===== src/rtl/execute_controller_pkg.sv =====
// execute_controller_pkg: shared widths, opcode/aluop constants, instruction fields and FSM states.
package execute_controller_pkg;
    localparam int DATA_W     = 8;
    localparam int REG_ADDR_W = 3;
    localparam int INSTR_W    = 32;
    localparam int NUM_REGS   = 1 << REG_ADDR_W;

    localparam int OP_LSB   = 24;
    localparam int DST_LSB  = 16;
    localparam int SRC1_LSB = 8;
    localparam int SRC2_LSB = 0;

    localparam logic [7:0] OP_LOADI = 8'h00;
    localparam logic [7:0] OP_MOV   = 8'h01;
    localparam logic [7:0] OP_ADD   = 8'h02;
    localparam logic [7:0] OP_SUB   = 8'h03;
    localparam logic [7:0] OP_AND   = 8'h04;
    localparam logic [7:0] OP_OR    = 8'h05;

    localparam logic [2:0] ALU_FWD = 3'b000;
    localparam logic [2:0] ALU_ADD = 3'b001;
    localparam logic [2:0] ALU_AND = 3'b010;
    localparam logic [2:0] ALU_OR  = 3'b011;

    typedef enum logic [1:0] {S_IDLE, S_EXEC, S_WB} state_e;
endpackage


===== src/rtl/execute_controller_reg_file_8x8.sv =====
// reg_file_8x8: 8x8 register file, two operand read ports, a debug read port, one synchronous write port.
module reg_file_8x8
    import execute_controller_pkg::*;
(
    input  logic                  clk,
    input  logic                  reset,
    input  logic [REG_ADDR_W-1:0] raddr1_i,
    input  logic [REG_ADDR_W-1:0] raddr2_i,
    input  logic [REG_ADDR_W-1:0] dbg_addr_i,
    output logic [DATA_W-1:0]     rdata1_o,
    output logic [DATA_W-1:0]     rdata2_o,
    output logic [DATA_W-1:0]     dbg_rdata_o,
    input  logic                  we_i,
    input  logic [REG_ADDR_W-1:0] waddr_i,
    input  logic [DATA_W-1:0]     wdata_i
);
    logic [DATA_W-1:0] mem_q [NUM_REGS];

    always_ff @(posedge clk) begin
        if (reset) begin
            for (int i = 0; i < NUM_REGS; i++) mem_q[i] <= '0;
        end else if (we_i) begin
            mem_q[waddr_i] <= wdata_i;
        end
    end

    assign rdata1_o    = mem_q[raddr1_i];
    assign rdata2_o    = mem_q[raddr2_i];
    assign dbg_rdata_o = mem_q[dbg_addr_i];
endmodule


===== src/rtl/execute_controller.sv =====
// execute_controller: decodes one instruction per handshake, drives the external Alu and writes its result back.
module execute_controller
    import execute_controller_pkg::*;
(
    input  logic                  clk,
    input  logic                  reset,
    input  logic [INSTR_W-1:0]    instr,
    input  logic                  instr_valid,
    output logic                  instr_ready,
    output logic [DATA_W-1:0]     alu_data1,
    output logic [DATA_W-1:0]     alu_data2,
    output logic [2:0]            alu_select,
    input  logic [DATA_W-1:0]     alu_result,
    output logic                  done,
    output logic                  illegal,
    input  logic [REG_ADDR_W-1:0] dbg_addr,
    output logic [DATA_W-1:0]     dbg_rdata
);
    state_e                state_q, state_d;
    logic [DATA_W-1:0]     data1_q, data1_d, data2_q, data2_d;
    logic [2:0]            sel_q, sel_d;
    logic [REG_ADDR_W-1:0] dest_q, dest_d;
    logic                  ill_q, ill_d;
    logic                  accept, we;
    logic [DATA_W-1:0]     rs1, rs2;

    wire [7:0]        op  = instr[OP_LSB +: 8];
    wire [DATA_W-1:0] imm = instr[SRC2_LSB +: DATA_W];

    reg_file_8x8 u_rf (
        .clk         (clk),
        .reset       (reset),
        .raddr1_i    (instr[SRC1_LSB +: REG_ADDR_W]),
        .raddr2_i    (instr[SRC2_LSB +: REG_ADDR_W]),
        .dbg_addr_i  (dbg_addr),
        .rdata1_o    (rs1),
        .rdata2_o    (rs2),
        .dbg_rdata_o (dbg_rdata),
        .we_i        (we),
        .waddr_i     (dest_q),
        .wdata_i     (alu_result)
    );

    always_ff @(posedge clk) begin
        if (reset) begin
            state_q <= S_IDLE;
            data1_q <= '0;
            data2_q <= '0;
            sel_q   <= ALU_FWD;
            dest_q  <= '0;
            ill_q   <= 1'b0;
        end else begin
            state_q <= state_d;
            data1_q <= data1_d;
            data2_q <= data2_d;
            sel_q   <= sel_d;
            dest_q  <= dest_d;
            ill_q   <= ill_d;
        end
    end

    always_comb begin
        instr_ready = (state_q == S_IDLE) && !reset;
        accept      = instr_valid && instr_ready;
        state_d     = state_q == S_IDLE ? (accept ? S_EXEC : S_IDLE) :
                      state_q == S_EXEC ? S_WB : S_IDLE;
        // Operand/aluop registers only load on accept so the Alu inputs stay stable until the next instruction.
        data1_d     = accept ? rs1 : data1_q;
        data2_d     = !accept ? data2_q :
                      op == OP_LOADI ? imm :
                      op == OP_SUB ? ~rs2 + DATA_W'(1) : rs2;
        sel_d       = !accept ? sel_q :
                      (op == OP_ADD || op == OP_SUB) ? ALU_ADD :
                      op == OP_AND ? ALU_AND :
                      op == OP_OR ? ALU_OR : ALU_FWD;
        dest_d      = accept ? instr[DST_LSB +: REG_ADDR_W] : dest_q;
        ill_d       = accept ? !(op inside {OP_LOADI, OP_MOV, OP_ADD, OP_SUB, OP_AND, OP_OR}) : ill_q;
        we          = (state_q == S_EXEC) && !ill_q;
        done        = state_q == S_WB;
        illegal     = done && ill_q;
    end

    assign alu_data1  = data1_q;
    assign alu_data2  = data2_q;
    assign alu_select = sel_q;
endmodule


===== config.mk =====
export PLATFORM = sky130hd
export DESIGN_NAME = execute_controller
export DESIGN_NICKNAME = d
export VERILOG_FILES = /design/src/rtl/execute_controller_pkg.sv /design/src/rtl/execute_controller_reg_file_8x8.sv /design/src/rtl/execute_controller.sv
export SDC_FILE = /design/constraint.sdc
export NUM_CORES = 1
export LEC_CHECK = 0
export ABC_CLOCK_PERIOD_IN_PS = 3620
export BUFFER_PORTS_ARGS = -buffer_cell sky130_fd_sc_hd__buf_2
export CELL_PAD_IN_SITES_DETAIL_PLACEMENT = 2
export CELL_PAD_IN_SITES_GLOBAL_PLACEMENT = 2
export CORE_UTILIZATION = 39
export DETAILED_ROUTE_END_ITERATION = 12
export PLACE_DENSITY = 0.87
export SETUP_SLACK_MARGIN = 0.4
export SLEW_MARGIN = 20
export SYNTH_ARGS = -nofsm -noshare
export SYNTH_HDL_FRONTEND = slang
export SYNTH_SLANG_ARGS = --single-unit

===== constraint.sdc =====
create_clock -name clk -period 3.62 [get_ports clk]
set_clock_uncertainty 0.05 [all_clocks]
set_input_delay 0.724 -clock clk [delete_from_list [all_inputs] [get_ports clk]]
set_output_delay 0.724 -clock clk [all_outputs]
set_load 0.05 [all_outputs]

======== Word level (Yosys, flattened, before mapping) ========
Memories as Yosys holds them, arrays and structs flattened. A register that Yosys moved wholly into a read port is not among the register bits.
Index checks and enable logic that the tools add are counted.
word-level totals
  register bits after elaboration ......... 17
  RAM bits ................................ 64
  logic and storage cells ................. 43
  memories ................................ 1
memories
  memory      depth  width  rd ports  clocked after Yosys merged registers in  wr ports  RTL line                               RTL
  u_rf.mem_q  8      8      3         1                                        8         execute_controller_reg_file_8x8.sv:17  logic [DATA_W-1:0] mem_q [NUM_REGS];
operators by class
  $add $sub $neg .......................... 1
  equal/unequal tests ..................... 7
  muxes and demuxes ....................... 16
  bitwise gates (word level) .............. 1
  reduce and logical (&&, ||, !) cells .... 12
operators by type and width
  kind                   number
  $mux W8                3
  $eq A8 B2 Y1 const B   2
  $eq A8 B3 Y1 const B   2
  $mux W2                5
  $add A8 B1 Y8 const B  1
  $eq A8 B1 Y1 const B   1
  $logic_not A8 Y1       1
  $not A8 Y8             1
  $reduce_or A8 Y1       1
  $mux W1                7
  $reduce_bool A6 Y1     1
  $logic_and A1 B1 Y1    4
  $logic_not A1 Y1       3
  $mux W3                1
  $eq A2 B1 Y1 const B   1
  $eq A2 B2 Y1 const B   1
  $logic_not A2 Y1       1
  $logic_or A1 B1 Y1     1

======== Longest topological paths before layout ========
  depth after elaboration ................. 7
  depth in mapped cells ................... 8

======== Cells and area by module ========
A second synthesis with hierarchy kept.
unflattened totals
  cell total of the unflattened synthesis .. 415
  area total of the unflattened synthesis .. 5317.6 um2
modules (own cells, without submodules)
  module              instances  cells an instance  area each (um2)  sequential area each (um2)
  reg_file_8x8        1          251                4065.1           1921.8
  execute_controller  1          164                1252.5           480.5

======== Least setup slack after synthesis ========
OpenSTA, ideal clock, no wires.
  path type ............................... input to output
  start point ............................. in dbg_addr[0]
  end point ............................... out dbg_rdata[1]
  arrival ................................. 2.351 ns
  data required time ...................... 2.846 ns
  setup slack ............................. 0.495 ns
  stages on the path ...................... 4
  buffers on the path ..................... 2
  path through ............................ clkbuf_1 > buf_2 > mux4_2 > mux2_2
on the way
  word-level cells in the longest chain between the ends .. 1
RTL lines
  item                RTL line                  RTL
  start: declaration  execute_controller.sv:16  input logic [REG_ADDR_W-1:0] dbg_addr,
  $mem_v2 Z8 W8       n/a
  end: declaration    execute_controller.sv:17  output logic [DATA_W-1:0] dbg_rdata
No other way between the ends.

======== Worst setup path after layout ========
  start point ............................. in dbg_addr[0]
  end point ............................... out dbg_rdata[7]
Same word-level chain as after synthesis.

==> results by group <==
CTS
  – Sink Count: 88
  – PostCTS Resize Cnt: 0
  – Inserted Clock Buffers: 9
  – Hold Buf Count CTS: 0
  – Setup Buffers After CTS: 0
  – H-tree levels: 3
  – Max Root-Sink Buffers: 2
  – Reg clk slew, reported paths: 0.07 ns
  – Clock Tree Root: clkbuf_16
  – TritonCTS clock tree: built
  – Worst-skew pair later-pin latency: 0.36 ns

Floorplan
  – Die Span X: 115 microns
  – Row cnt: 41
  – Initial Utilization: 39.9%
  – IO Count: 76
  – Die Span Y: 115 microns
  – Die area: 13300 sq um
  – Core area: 12600 sq um

Logic synthesis
  – Yosys warnings: 0
  – Post-synthesis cell count: 375
  – Unique masters post-synth: 46
  – Count leader, synth: and2_1
  – Synth Flop Type: edfxtp_1
  – Mapped Area: 5010 sq um
  – Post-synth EDFFs: 64
  – Post-synth top cells: 66 x and2_1, 64 x edfxtp_1, 39 x mux4_2, 24 x dfxtp_1
  – Post-synth net total: 422
  – Top cell type's share of synthesized area: 38.3%
  – Area contributors post-synth: edfxtp_1 38%, mux4_2 18%, dfxtp_1 9.6%, and2_1 8.2%, mux4_1 4.7%
  – Post-Syn Area per Cell: 13.4 sq um
  – Cell taking the most area after synthesis: edfxtp_1
  – Seq cells post-synth: 88
  – Post-synthesis sequential area ratio: 47.9%
  – Async S/R FF share, synth: 0%

Place
  – Setup WS pre-CTS: 0.543 ns
  – Post-DP HPWL: 11600 microns
  – Port Buf Inserts: 64
  – Gp weighted congestion: 0.855

Layout
  – Final nets: 483
  – Share of cells above drive strength 1: 32.9%
  – Filler cells: 1232
  – # diodes: 0
  – Synth-to-layout area growth: 15.8%

Setup path
  – Worst setup SP type: primary input
  – Reg2reg start: u_rf.mem_q[2][0]
  – CP startpoint: dbg_addr[0]
  – CP required: 2.85 ns
  – CP Capture Point: dbg_rdata[7]
  – Classification of the worst setup path: primary input to primary output
  – Worst reg2reg path depth: 6
  – R2R Path End: alu_data2[5]
  – R2R Setup Slk: 1.25 ns
  – Critical Path AT: 2.31 ns
  – Worst Path Max Fanout: 16
  – Setup crit end kind: primary output

Global routing
  – Initial antenna violation count: 0
  – Maximum number of pins on one net before global-route repair: 23
  – First-pass GRT wire length: 24300 microns
  – Vias in the first global route: 3926
  – GRT overflow: 0
  – GRT Util Overall: 25.9%

Flow run
  – Max-Cap Viols: 0

Power
  – Total leakage power: 2.25 nW
  – Pwr dens: 445 nW/um^2
  – Peak VDD IR: 0.208 mV

STA
  – Setup repair after global routing missed its margin: no
  – Fmax: 324 MHz
  – Worst Tran Pin Value: 0.590 ns
  – Min Tclk post-route: 3.09 ns
  – Final setup margin: 0.534 ns
  – Final period util: 85.2%
  – Hold slack: 0.402 ns
  – Final Hold Viols: 0
  – Worst slew margin: 60.5%
  – Post-route setup TNS: 0 ns
  – Slew Limit Fails: 0
  – Endpoints failing setup: 0

Drt
  – DRT iter0 DRCs: 296
  – Via density: 5.93
  – Number of detailed-route iterations in the first pass: 5
  – Vias: 3638
  – Antenna-violating nets left: 0
  – Drt total wl: 15900 microns
  – DRC Markers: 0
  – Routed len/inst: 26.0 microns

Min path
  – Worst min-delay path category: register to register

Status
  – Status: finished, final reports clean
## cell usage in the layout (no fill, tap or decap), types with 3 or more instances in the layout
cell type / n
a31oi_1: 3
a211oi_1: 8
inv_1: 3
mux4_1: 9
a21oi_1: 12
mux2i_1: 13
buf_2: 64
nand3_1: 4
nor2b_1: 4
nand2_1: 21
buf_4: 10
and3_1: 5
nand2b_1: 3
dfxtp_1: 24
mux4_2: 39
nor3_1: 5
nor2_1: 21
mux2_2: 9
edfxtp_1: 64
and2_1: 66
clkbuf_16: 9
o21ai_0: 11
## cells by family (layout without fill, tap and decap cells)
family	count (synthesis)	in the layout	share of synthesized area [%]
other	1	1	0.0748
AOI/OAI and AO/OA	43	43	5.42
and+or+nand+nor	139	139	15.2
DFF	88	88	47.9
adders and majority gates	1	1	0.250
buffers and inverters	27	93	2.82
xor gates and xnor gates	4	4	0.699
muxes	72	72	27.6
## report_power, final
part	internal, mW	leakage, nW	switching [mW]
sequential	1.12	0.858	0.0455
combinational	0.157	1.25	0.248
clock	0.551	0.146	0.456
## per-stage QoR
step	instances	instance area [sq um]	util [%]	power (mW)
global route	613	5800	46.2	2.66
detailed placement	597	5490	43.7	1.59
CTS	613	5800	46.2	2.60
global placement	597	5490	43.7	1.56
floorplan	375	5010	-	1.47
finish	613	5800	46.2	2.58
## area by class of cell
type / instances / area (sq um) / area share [%]
Sequential cell: 88 / 2400 / 41.4
Inverter: 3 / 11.3 / 0.194
Tap cell: 172 / 215 / 3.71
Clock buffer: 9 / 225 / 3.88
Multi-Input combinational cell: 260 / 2470 / 42.6
Timing Repair Buffer: 74 / 395 / 6.81
Clock inverter: 7 / 85.1 / 1.47
## flip-flops by register name, indices dropped and copies added (netlist names)
name,flops
u_rf.mem_q,64
alu_data1,8
alu_data2,8
dest_q,3
alu_select,2
state_q,2
ill_q,1
## routing by layer
metal	GRT usage [%]	share of wire (%)	up-vias	wire length, microns
li1	-	-	1566	-
met1	33.0	42	1899	6710
met2	43.4	50	141	8030
met3	5.27	5.2	32	832
met4	10.0	2.3	0	368
met5	0	0	-	0
## worst max-delay path: stages
cell and delay (ns):
buf_2 0.45, mux4_2 0.60, mux2_2 0.30, buf_2 0.22
## worst min-delay path by stage
stage / startpoint / end / slack (ns) / cells after the start
after detailed placement: alu_select[1] / alu_select[1] / 0.40 / 2
after CTS: alu_select[1] / alu_select[1] / 0.41 / 2
final: alu_select[1] / alu_select[1] / 0.40 / 2
after floorplan: state_q[1] / state_q[1] / 0.37 / 1
after global routing: state_q[1] / state_q[1] / 0.44 / 1
after global placement: alu_select[1] / alu_select[1] / 0.39 / 2
Note: power is estimated with default switching activity, not from simulation.
